==> config.mk <==
export PLATFORM = sky130hd
export DESIGN_NAME = ft245_frame_receiver
export DESIGN_NICKNAME = d
export VERILOG_FILES = /design/src/rtl/ft245_frame_receiver_pkg.sv /design/src/rtl/ft245_frame_receiver_sync_2ff.sv /design/src/rtl/ft245_frame_receiver.sv
export SDC_FILE = /design/constraint.sdc
export NUM_CORES = 1
export LEC_CHECK = 0
export ABC_AREA = 1
export CAP_MARGIN = 20
export CORE_MARGIN = 5
export CORE_UTILIZATION = 45
export DETAILED_ROUTE_END_ITERATION = 7
export PLACE_DENSITY = 0.66
export SETUP_SLACK_MARGIN = 0.02
export SYNTH_ARGS = -nofsm -noshare
export SYNTH_HDL_FRONTEND = slang
export SYNTH_HIERARCHICAL = 1
export SYNTH_SLANG_ARGS = --single-unit
==> constraint.sdc <==
create_clock -name clk -period 5.8 [get_ports clk]
set_input_delay 1.74 -clock clk [delete_from_list [all_inputs] [get_ports clk]]
set_output_delay 1.74 -clock clk [all_outputs]
set_load 0.01 [all_outputs]
==> src/rtl/ft245_frame_receiver_pkg.sv <==
// Shared types and constants for the FT245 frame receiver.
// The helpers classify header bytes and map a byte index to a chunk index.
package ft245_frame_receiver_pkg;

   typedef enum logic [1:0] {
      ST_IDLE    = 2'd0,
      ST_RD_LOW  = 2'd1,
      ST_RD_HIGH = 2'd2
   } rd_state_e;

   localparam logic [1:0] HEADER_TAG       = 2'b10;
   localparam int         CHUNKS_PER_ROW   = 16;
   localparam int         BYTES_PER_CHUNK  = 4;
   localparam int         FRAME_DATA_BYTES = CHUNKS_PER_ROW * BYTES_PER_CHUNK;

   function automatic logic header_valid(input logic [7:0] hdr);
      return (hdr[7:6] == HEADER_TAG);
   endfunction

   // Data bytes are numbered 1..64, so byte n belongs to chunk (n-1)/4.
   function automatic logic [3:0] chunk_of_byte(input logic [6:0] idx);
      return 4'((idx - 7'd1) >> 2);
   endfunction

endpackage

==> src/rtl/ft245_frame_receiver_sync_2ff.sv <==
// Two-flop synchronizer for asynchronous level inputs.
// Its reset value is a parameter so idle-high flags come out of reset inactive.
module sync_2ff #(
   parameter int               WIDTH     = 1,
   parameter logic [WIDTH-1:0] RESET_VAL = {WIDTH{1'b1}}
) (
   input  logic             clk_i,
   input  logic             rst_i,
   input  logic [WIDTH-1:0] d_i,
   output logic [WIDTH-1:0] q_o
);

   logic [WIDTH-1:0] meta_q;
   logic [WIDTH-1:0] sync_q;

   // Metastability chain.
   always_ff @(posedge clk_i or posedge rst_i) begin
      if (rst_i) begin
         meta_q <= RESET_VAL;
         sync_q <= RESET_VAL;
      end else begin
         meta_q <= d_i;
         sync_q <= meta_q;
      end
   end

   assign q_o = sync_q;

endmodule

==> src/rtl/ft245_frame_receiver.sv <==
// Reads 65-byte frames from an FT245 FIFO and emits 32-bit chunk writes.
// It drives the read strobe, checks the header, packs pixel data and detects stalled frames.
module ft245_frame_receiver
   import ft245_frame_receiver_pkg::*;
#(
   parameter int RD_LOW_CYCLES  = 3,
   parameter int RD_HIGH_CYCLES = 4,
   parameter int TIMEOUT_CYCLES = 50000
) (
   input  logic        clk,
   input  logic        reset,
   input  logic        rxf_n_raw,
   input  logic [7:0]  data_bus_raw,
   output logic        rd_n,
   output logic        wr_n,
   output logic [31:0] chunk_data,
   output logic [3:0]  chunk_addr,
   output logic        chunk_write_enable,
   output logic [3:0]  row_data_row_addr,
   output logic [1:0]  row_data_panel_addr,
   output logic        frame_done,
   output logic        frame_error
);

   localparam int PH_MAX = (RD_LOW_CYCLES > RD_HIGH_CYCLES) ? RD_LOW_CYCLES : RD_HIGH_CYCLES;
   localparam int PH_W   = $clog2(PH_MAX + 1);
   localparam int TO_W   = $clog2(TIMEOUT_CYCLES + 1);

   localparam logic [PH_W-1:0] RD_LOW_LAST  = PH_W'(RD_LOW_CYCLES - 1);
   localparam logic [PH_W-1:0] RD_HIGH_LAST = PH_W'(RD_HIGH_CYCLES - 1);
   localparam logic [TO_W-1:0] TO_LIMIT     = TO_W'(TIMEOUT_CYCLES);
   localparam logic [6:0]      LAST_IDX     = 7'(FRAME_DATA_BYTES);

   logic            rxf_n_s;
   rd_state_e       state_q, state_d;
   logic [PH_W-1:0] ph_cnt_q, ph_cnt_d;
   logic            sample_s;
   logic            rd_n_q;
   logic [7:0]      byte_q;
   logic            byte_vld_q;

   logic [6:0]      idx_q, idx_d;
   logic [23:0]     word_q, word_d;
   logic [31:0]     chunk_data_q, chunk_data_d;
   logic [3:0]      chunk_addr_q, chunk_addr_d;
   logic            cwe_q, cwe_d;
   logic [3:0]      row_q, row_d;
   logic [1:0]      panel_q, panel_d;
   logic            done_q, done_d;
   logic            err_q, err_d;
   logic [TO_W-1:0] to_cnt_q, to_cnt_d;

   sync_2ff #(
      .WIDTH    (1),
      .RESET_VAL(1'b1)
   ) u_rxf_sync (
      .clk_i(clk),
      .rst_i(reset),
      .d_i  (rxf_n_raw),
      .q_o  (rxf_n_s)
   );

   // Read strobe sequencer: once started, a read always runs both phases.
   always_comb begin
      state_d  = state_q;
      ph_cnt_d = ph_cnt_q;
      sample_s = 1'b0;
      case (state_q)
         ST_IDLE: begin
            if (!rxf_n_s) begin
               state_d  = ST_RD_LOW;
               ph_cnt_d = '0;
            end else begin
               state_d  = ST_IDLE;
            end
         end
         ST_RD_LOW: begin
            if (ph_cnt_q == RD_LOW_LAST) begin
               state_d  = ST_RD_HIGH;
               ph_cnt_d = '0;
               sample_s = 1'b1;
            end else begin
               ph_cnt_d = ph_cnt_q + PH_W'(1);
            end
         end
         ST_RD_HIGH: begin
            if (ph_cnt_q == RD_HIGH_LAST) begin
               state_d  = ST_IDLE;
               ph_cnt_d = '0;
            end else begin
               ph_cnt_d = ph_cnt_q + PH_W'(1);
            end
         end
         default: begin
            state_d  = ST_IDLE;
            ph_cnt_d = '0;
         end
      endcase
   end

   // Sequencer state, registered strobe and byte capture.
   always_ff @(posedge clk or posedge reset) begin
      if (reset) begin
         state_q    <= ST_IDLE;
         ph_cnt_q   <= '0;
         rd_n_q     <= 1'b1;
         byte_q     <= 8'h00;
         byte_vld_q <= 1'b0;
      end else begin
         state_q    <= state_d;
         ph_cnt_q   <= ph_cnt_d;
         rd_n_q     <= (state_d != ST_RD_LOW);
         byte_vld_q <= sample_s;
         if (sample_s) begin
            byte_q <= data_bus_raw;
         end
      end
   end

   // Frame assembly: header hunt, big-endian packing and idle timeout.
   always_comb begin
      idx_d        = idx_q;
      word_d       = word_q;
      chunk_data_d = chunk_data_q;
      chunk_addr_d = chunk_addr_q;
      cwe_d        = 1'b0;
      row_d        = row_q;
      panel_d      = panel_q;
      done_d       = 1'b0;
      err_d        = 1'b0;
      to_cnt_d     = to_cnt_q;
      if (byte_vld_q) begin
         to_cnt_d = '0;
         if (idx_q == 7'd0) begin
            if (header_valid(byte_q)) begin
               row_d   = byte_q[3:0];
               panel_d = byte_q[5:4];
               idx_d   = 7'd1;
               word_d  = 24'h000000;
            end else begin
               err_d   = 1'b1;
            end
         end else begin
            word_d = {word_q[15:0], byte_q};
            if (idx_q[1:0] == 2'b00) begin
               chunk_data_d = {word_q, byte_q};
               chunk_addr_d = chunk_of_byte(idx_q);
               cwe_d        = 1'b1;
               if (idx_q == LAST_IDX) begin
                  done_d = 1'b1;
                  idx_d  = 7'd0;
               end else begin
                  idx_d  = idx_q + 7'd1;
               end
            end else begin
               idx_d = idx_q + 7'd1;
            end
         end
      end else if ((idx_q != 7'd0) && (state_q == ST_IDLE)) begin
         // to_cnt_q holds the number of idle cycles already seen before this one.
         if (to_cnt_q == TO_LIMIT) begin
            err_d    = 1'b1;
            idx_d    = 7'd0;
            word_d   = 24'h000000;
            to_cnt_d = '0;
         end else begin
            to_cnt_d = to_cnt_q + TO_W'(1);
         end
      end else begin
         to_cnt_d = '0;
      end
   end

   // Frame state and output registers.
   always_ff @(posedge clk or posedge reset) begin
      if (reset) begin
         idx_q        <= 7'd0;
         word_q       <= 24'h000000;
         chunk_data_q <= 32'h00000000;
         chunk_addr_q <= 4'd0;
         cwe_q        <= 1'b0;
         row_q        <= 4'd0;
         panel_q      <= 2'd0;
         done_q       <= 1'b0;
         err_q        <= 1'b0;
         to_cnt_q     <= '0;
      end else begin
         idx_q        <= idx_d;
         word_q       <= word_d;
         chunk_data_q <= chunk_data_d;
         chunk_addr_q <= chunk_addr_d;
         cwe_q        <= cwe_d;
         row_q        <= row_d;
         panel_q      <= panel_d;
         done_q       <= done_d;
         err_q        <= err_d;
         to_cnt_q     <= to_cnt_d;
      end
   end

   assign rd_n                = rd_n_q;
   assign wr_n                = 1'b1;
   assign chunk_data          = chunk_data_q;
   assign chunk_addr          = chunk_addr_q;
   assign chunk_write_enable  = cwe_q;
   assign row_data_row_addr   = row_q;
   assign row_data_panel_addr = panel_q;
   assign frame_done          = done_q;
   assign frame_error         = err_q;

endmodule

==> impl_metrics.py, run 1 <==
metrics = {
    "run_status": {
        "status": "completed",
    },
    "grt": {
        "grt_usage_pct": 15.16,
        "grt_pass1_vias": 3431,
        "overflow": 0,
        "grt_max_degree": 87,
        "antenna_found_initial": 0,
        "grt_pass1_wl_um": 16230,
    },
    "routing": {
        "ant_nets": 0,
        "dr.pass1.iters": 4,
        "vias": 3629,
        "wl_met2_um": 4255,
        "drtIter0Drc": 267,
        "wl_um": 9506,
        "wl_met3_um": 391,
        "wl_met1_um": 4735,
        "viasPerCell": 4.750,
        "routed.top_layer": "met4",
        "wl_per_cell_um": 12.44,
        "route.detailed.drc": 0,
    },
    "critical_path": {
        "endpoint_kind": "primary output",
        "critPathMaxFanout": 1,
        "cp-start-kind": "register",
        "crit_family": "flip-flops",
        "critPathKind": "register to primary output",
        "slowest_delay_ns": 0.53,
        "critPathArrivalTime_ns": 1.42,
        "slowest_stage": "dfstp_2",
        "worst-path-buf-inv": 1,
        "crit_chain": "clkdlybuf4s50_1",
        "required_ns": 4.06,
    },
    "clock_network": {
        "cts.clk_slew.worst_paths_ns": 0.09,
        "h-tree-depth": 3,
        "cts_repair_resize_count": 0,
        "clock-sinks": 109,
        "ctsRootBufferMaster": "clkbuf_8",
        "clock_path_buffers": 2,
        "clock_latency_ns": 0.37,
        "cts_inserted_buffers": 9,
        "cts_tree": "yes",
        "post_cts_buffers": 0,
        "cts_hold_buf": 0,
    },
    "place": {
        "gp_congestion": 0.8575,
        "placed_cells_incl_taps": 747,
        "hpwlAfterDp_um": 6606,
        "portBuffers": 56,
        "place_area_mm2": 0.005550,
        "dp_slack_ns": 2.395,
    },
    "sta": {
        "fmax_mhz": 316.0,
        "setup_viol": 0,
        "skew_ns": 0.01560,
        "drv_slew": 0,
        "hold_ws_ns": 0.3611,
        "final.period_utilization_pct": 54.57,
        "worst_slack_ns": 2.635,
        "worst_pin_slew_ns": 0.9659,
        "tns_ns": 0,
        "final-hold-violation-count": 0,
        "finalCriticalPeriod_ns": 3.165,
        "maxSlewHeadroom_pct": 35.37,
        "rsz0062_at_grt": "false",
    },
    "pwr": {
        "power_density_mw_per_mm2": 312.4,
        "finalPower_mw": 1.803,
        "leakage_nw": 2.891,
        "peakVddDrop_v": 0.0001930,
    },
    "yosys": {
        "synth_async_sr_flop_share_pct": 100.0,
        "synth_nets": 592,
        "yosys_warnings": 6,
        "avgSynthCellArea_um2": 8.684,
        "seq_area_frac_synth_pct": 55.38,
        "synth-main-ff-cell": "dfrtp_1",
        "syn_inst": 568,
        "ys_ff_latch": 109,
        "synth_edf_count": 0,
        "ys_types": 32,
        "netlist_area_mm2": 0.004932,
    },
    "finish": {
        "nets": 644,
        "area_growth_pct": 17.02,
        "final_area_mm2": 0.005772,
        "n_antenna_cell": 0,
        "utilization_pct": 53.48,
        "stdcell_count": 764,
        "layout_commonest_cell": "nand2_1",
        "final_layout_size_suffix_gt1_share_pct": 8.494,
        "final_cell_mix": "nand2_1 (208), dfrtp_1 (106), clkdlybuf4s50_1 (56)",
    },
    "die": {
        "die_width_um": 114.7,
        "initial_utilization_pct": 45.70,
        "num_rows": 38,
        "ios": 58,
        "dieHeight_um": 114.7,
        "core_area_mm2": 0.01079,
        "dieArea_mm2": 0.01315,
    },
    "job": {
        "drv_cap": 0,
    },
    "hold_path": {
        "hp-class": "register to register",
    },
}
routing by layer:
layer / vias up / track usage, %
met2: 75 / 22.86
met4: 0 / 4.930
li1: 1868 / -
met1: 1678 / 22.18
met3: 8 / 2.854
met5: - / 0
sequential cells by signal, indices dropped and copies added (netlist names):
signal	cells
frame_done	1
row_data_row_addr	4
ph_cnt_q	3
u_rxf_sync/meta_q	1
byte_q	8
chunk_addr	4
idx_q	7
state_q	2
frame_error	1
word_q	24
u_rxf_sync/q_o	1
chunk_write_enable	1
row_data_panel_addr	2
to_cnt_q	16
byte_vld_q	1
rd_n	1
chunk_data	32
layout make-up:
cell class                 count  area [um^2]
clock inverter                 4        32.53
fill                        1021         5021
sequential                   109         2731
timing repair buffer          59        615.6
inverter                      54        205.2
tap                          140        175.2
clock buffer                  11        141.4
multi-input combinational    387         1871
kinds of logic after synthesis:
family          share of synthesized area (%)
buf+inv                                 6.697
xor+xnor                                1.598
fa+ha+maj                               3.298
compound gates                          6.494
flops                                   55.38
other cells                           0.07603
simple gates                            26.46
final timing paths:
check	start	end	cells past startpoint	slack (ns)
min reg2reg	u_rxf_sync/meta_q	u_rxf_sync/q_o	0	0.36
min in group asynchronous	reset	to_cnt_q[3]	2	1.77
max	rd_n	rd_n	1	2.64
max reg2reg	idx_q[0]	chunk_addr[1]	10	3.37
min	u_rxf_sync/meta_q	u_rxf_sync/q_o	0	0.36
max in group asynchronous	reset	rd_n	4	3.04
where the power goes:
part           switching [mW]  internal (mW)
clock                   0.252          0.170
sequential             0.0779          0.877
combinational           0.242          0.184
synthesized netlist by cell type, types with 3 or more instances:
cell | n | area [um^2]
ha_1 | 13 | 162.7
xor2_1 | 7 | 61.31
dfstp_2 | 3 | 78.83
inv_1 | 52 | 195.2
nor2_1 | 46 | 172.7
o21ai_0 | 20 | 100.1
dfrtp_1 | 106 | 2653
nand3_1 | 19 | 95.09
nand4_1 | 10 | 62.56
buf_2 | 6 | 30.03
nand2_1 | 208 | 780.8
nor3b_1 | 3 | 22.52
nor2_4 | 3 | 33.78
buf_4 | 4 | 30.03
o21ai_2 | 10 | 87.58
clkbuf_1 | 3 | 11.26
buf_6 | 5 | 56.30
nand2_2 | 12 | 75.07
o21ai_1 | 16 | 80.08
No activity file was read; power rests on OpenSTA's default activity.
==> run 2, diff against run 1 <==
Clock period 5.8 ns to 3.1 ns, I/O delays scaled along.
==> impl_metrics.py, run 2 (synthesized netlist as in run 1, its figures left out) <==
metrics = {
    "clock_network": {
        "cts_tree": "yes",
        "clock_latency_ns": 0.37,
        "clock_path_buffers": 2,
        "cts_inserted_buffers": 9,
        "post_cts_buffers": 0,
        "h-tree-depth": 3,
        "ctsRootBufferMaster": "clkbuf_8",
        "cts.clk_slew.worst_paths_ns": 0.11,
        "cts_hold_buf": 0,
        "clock-sinks": 109,
        "cts_repair_resize_count": 0,
    },
    "pwr": {
        "power_density_mw_per_mm2": 592.6,
        "p_int_mw": 2.311,
        "p_sw_share_pct": 33.01,
        "p_switching_mw": 1.139,
        "peakVddDrop_v": 0.0004024,
        "power.share.clock_pct": 25.0,
        "pwr-share-seq_pct": 51.8,
        "leakage_nw": 2.914,
        "pwr-share-comb_pct": 23.2,
        "finalPower_mw": 3.450,
    },
    "sta": {
        "skew_ns": 0.02082,
        "drv_slew": 0,
        "tns_ns": 0,
        "worst_slack_ns": 0.5109,
        "maxSlewHeadroom_pct": 33.90,
        "final.period_utilization_pct": 83.52,
        "fmax_mhz": 386.2,
        "rsz0062_at_grt": "false",
        "setup_viol": 0,
        "worst_pin_slew_ns": 0.9878,
        "hold_ws_ns": 0.3656,
        "final-hold-violation-count": 0,
        "finalCriticalPeriod_ns": 2.589,
    },
    "finish": {
        "stdcell_count": 767,
        "nets": 646,
        "n_antenna_cell": 0,
        "largest_reg_flops": 32,
        "area_growth_pct": 18.01,
        "layout_commonest_cell": "nand2_1",
        "final_cell_mix": "nand2_1 (208), dfrtp_1 (106), clkdlybuf4s50_1 (56)",
        "ff_latch_area_mm2": 0.002731,
        "multi_input_area_mm2": 0.001871,
        "final_layout_size_suffix_gt1_share_pct": 9.091,
        "fill_cells": 1016,
    },
    "routing": {
        "ant_nets": 0,
        "wl_per_cell_um": 12.78,
        "wl_um": 9805,
        "vias": 3646,
        "viasPerCell": 4.754,
        "route.detailed.drc": 0,
        "drtIter0Drc": 209,
        "dr.pass1.iters": 4,
    },
    "critical_path": {
        "cp-start-kind": "register",
        "worst_r2r_endpoint": "chunk_data[31]",
        "critPathMaxFanout": 29,
        "crit_end": "chunk_data[31]",
        "critPathArrivalTime_ns": 2.89,
        "critPathKind": "register to register",
        "endpoint_kind": "register",
        "cp-startpoint": "idx_q[0]",
        "worstRegToRegCells": 9,
        "required_ns": 3.40,
        "rr_startpoint": "idx_q[0]",
        "r2r_setup_slack_ns": 0.51,
    },
    "die": {
        "core_area_mm2": 0.01079,
        "die_width_um": 114.7,
        "dieArea_mm2": 0.01315,
        "num_rows": 38,
        "ios": 58,
        "dieHeight_um": 114.7,
        "initial_utilization_pct": 45.70,
    },
    "grt": {
        "grt_usage_pct": 16.10,
        "grt_pass1_vias": 3583,
        "grt_max_degree": 37,
        "grt_pass1_wl_um": 17230,
        "antenna_found_initial": 0,
        "overflow": 0,
    },
    "hold_path": {
        "hold_depth": 0,
        "hp-class": "register to register",
    },
    "place": {
        "hpwlAfterDp_um": 7011,
        "portBuffers": 56,
        "placed_cells_incl_taps": 751,
        "gp_congestion": 0.8902,
        "dp_slack_ns": 0.5125,
    },
    "run_status": {
        "status": "completed",
    },
    "job": {
        "drv_cap": 0,
    },
}
[run 2: changes by cell type in the layout (fill, tap and decap cells not counted), sizes merged]
cell and change:
buf +2, clkbuf -2, clkinv +2, inv +1
[run 2: cell type report]
type                    count  area share [%]
flip-flops and latches    109           46.93
multi-input cells         387           32.14
repair buffers             61           10.92
inverters                  54           3.547
well taps                 140           3.009
clock buffers               9           2.128
clock inverters             7           1.333
[run 2: per-stage QoR]
stage          area (um^2)  util [%]
3_5_place_dp          5619     52.06
4_1_cts               5821     53.93
6_report              5821     53.93
2_1_floorplan         4936         -
5_1_grt               5821     53.93
3_3_place_gp          5619     52.06
[run 2: critical path, cell delays in order (launching register included)]
cell	delay [ns]
dfrtp_1	0.46
inv_1	0.11
ha_1	0.26
nand2_2	0.11
nor2_4	0.07
nor2_4	0.44
nand2_2	0.50
inv_1	0.40
nand2_1	0.09
nand2_1	0.07
[run 2: worst min-delay path by stage]
| stage | startpoint | end |
|---|---|---|
| 6_report | u_rxf_sync/meta_q | u_rxf_sync/q_o |
| 5_1_grt | u_rxf_sync/meta_q | u_rxf_sync/q_o |
| 4_1_cts | u_rxf_sync/meta_q | u_rxf_sync/q_o |
| 3_5_place_dp | u_rxf_sync/meta_q | u_rxf_sync/q_o |
| 3_3_place_gp | u_rxf_sync/meta_q | u_rxf_sync/q_o |
| 2_1_floorplan | u_rxf_sync/meta_q | u_rxf_sync/q_o |
[run 2: per-layer routing]
metal / vias up / part of all wire [%] / track usage, %
li1: 1874 / - / -
met4: 0 / 1.2 / 4.930
met5: - / 0 / 0
met2: 71 / 45 / 24.14
met1: 1691 / 50 / 23.96
met3: 10 / 4.1 / 2.748
[run 2: power by group through the flow]
stage               combinational, mW  sequential (mW)  clock (mW)
global placement                0.796             1.81           0
floorplan                       0.464             1.82           0
detailed placement              0.813             1.81           0
global route                    0.915             1.82       0.950
finish                          0.801             1.79       0.862
CTS                             0.817             1.79       0.883
==> run 3, diff against run 2 <==
Settings changed: PLACE_DENSITY 0.66 to 0.69.
Clock period 3.1 ns to 2.19 ns, I/O delays scaled along.
==> impl_metrics.py, run 3 (synthesized netlist as in run 1, its figures left out) <==
metrics = {
    "grt": {
        "grt_max_degree": 66,
        "antenna_found_initial": 0,
        "grt_usage_pct": 16.53,
        "grt_pass1_vias": 3718,
        "grt_pass1_wl_um": 17560,
        "overflow": 0,
    },
    "pwr": {
        "p_switching_mw": 1.578,
        "pwr-share-seq_pct": 52.0,
        "peakVddDrop_v": 0.0004889,
        "p_sw_share_pct": 32.44,
        "power_density_mw_per_mm2": 830.4,
        "pwr-share-comb_pct": 23.6,
        "leakage_nw": 2.936,
        "p_int_mw": 3.286,
        "power.share.clock_pct": 24.5,
    },
    "die": {
        "die_width_um": 114.7,
        "num_rows": 38,
        "dieHeight_um": 114.7,
        "core_area_mm2": 0.01079,
        "dieArea_mm2": 0.01315,
        "ios": 58,
        "initial_utilization_pct": 45.70,
    },
    "finish": {
        "layout_commonest_cell": "nand2_1",
        "area_growth_pct": 18.77,
        "stdcell_count": 771,
        "n_antenna_cell": 0,
        "nets": 650,
        "final_cell_mix": "nand2_1 (208), dfrtp_1 (106), clkdlybuf4s50_1 (56)",
        "largest_reg_flops": 32,
        "fill_cells": 1021,
        "final_layout_size_suffix_gt1_share_pct": 9.826,
    },
    "sta": {
        "fmax_mhz": 477.9,
        "final-hold-violation-count": 0,
        "maxSlewHeadroom_pct": 66.46,
        "setup_viol": 0,
        "drv_slew": 0,
        "finalCriticalPeriod_ns": 2.092,
        "final.period_utilization_pct": 95.55,
        "skew_ns": 0.006737,
        "rsz0062_at_grt": "false",
        "worst_slack_ns": 0.09752,
        "worst_pin_slew_ns": 0.5031,
        "tns_ns": 0,
    },
    "clock_network": {
        "clock_latency_ns": 0.38,
        "clock_path_buffers": 2,
        "ctsRootBufferMaster": "clkbuf_8",
        "h-tree-depth": 3,
        "cts_tree": "yes",
        "post_cts_buffers": 0,
        "cts_inserted_buffers": 9,
        "cts.clk_slew.worst_paths_ns": 0.10,
        "clock-sinks": 109,
    },
    "critical_path": {
        "crit_cells": 1,
        "required_ns": 1.53,
        "critPathMaxFanout": 1,
        "crit_chain": "clkdlybuf4s50_1",
        "slowest_stage": "dfstp_2",
        "worst-path-buf-inv": 1,
        "cp-start-kind": "register",
        "worstRegToRegCells": 9,
        "critPathArrivalTime_ns": 1.44,
        "critPathKind": "register to primary output",
        "slowest_delay_ns": 0.54,
        "endpoint_kind": "primary output",
        "crit_family": "flip-flops",
    },
    "hold_path": {
        "hold_depth": 0,
        "hp-class": "register to register",
    },
    "routing": {
        "vias": 3792,
        "ant_nets": 0,
        "drtIter0Drc": 262,
        "wl_per_cell_um": 12.94,
        "dr.pass1.iters": 6,
        "wl_um": 9973,
        "route.detailed.drc": 0,
        "viasPerCell": 4.918,
    },
    "place": {
        "hpwlAfterDp_um": 7205,
        "dp_slack_ns": 0.2713,
        "placed_cells_incl_taps": 755,
        "gp_congestion": 0.8639,
        "portBuffers": 56,
    },
    "run_status": {
        "status": "completed",
    },
    "job": {
        "drv_cap": 0,
    },
}
[run 3: cell count changes in the layout (fill, tap and decap cells not counted), sizes merged]
cell	previous run	this run
inv	57	56
clkbuf	9	10
buf	5	9
[run 3: cell type report]
type / instances / area, um^2 / area share [%]
tap: 140 / 175.2 / 2.990
clock inverter: 6 / 53.80 / 0.9184
timing repair buffer: 65 / 678.2 / 11.58
clock buffer: 10 / 137.6 / 2.349
sequential: 109 / 2731 / 46.63
multi-input combinational: 387 / 1876 / 32.02
inverter: 54 / 206.4 / 3.524
[run 3: path summary, 6_finish.rpt]
check	from	endpoint	slack, ns
setup reg to reg	idx_q[0]	chunk_data[24]	0.35
min in group asynchronous	reset	u_rxf_sync/q_o	0.67
max in group asynchronous	reset	chunk_addr[2]	1.14
hold / removal	u_rxf_sync/meta_q	u_rxf_sync/q_o	0.36
hold reg to reg	u_rxf_sync/meta_q	u_rxf_sync/q_o	0.36
setup / recovery	rd_n	rd_n	0.1
[run 3: repair_timing]
action                                  4_1_cts  5_1_grt
resized for setup                             0        1
hold buffers                                  0        0
endpoints found under the setup margin        0        4
[run 3: power groups by stage]
stage,Combinational [mW],Sequential (mW),Clock (mW)
after floorplan,0.656,2.58,0
after global placement,1.12,2.56,0
after detailed placement,1.16,2.57,0
after CTS,1.17,2.53,1.23
after global routing,1.30,2.57,1.32
final,1.15,2.53,1.19
[run 3: layer usage]
metal	track usage, %	vias to the layer above	wire length [um]
li1	-	1889	-
met4	6.103	0	168
met1	22.97	1807	4635
met2	25.46	80	4565
met5	0	-	0
met3	3.700	16	603
[run 3: stage by stage]
| stage | hold WS, ns | instance area, um^2 | util [%] | power (mW) |
|---|---|---|---|---|
| after global routing | 0.3709 | 5858 | 54.28 | 5.190 |
| after CTS | 0.3639 | 5853 | 54.23 | 4.928 |
| after floorplan | 0.3452 | 4936 | - | 3.239 |
| final | 0.3620 | 5858 | 54.28 | 4.865 |
| after detailed placement | 0.3482 | 5662 | 52.46 | 3.726 |
| after global placement | 0.3476 | 5662 | 52.46 | 3.681 |
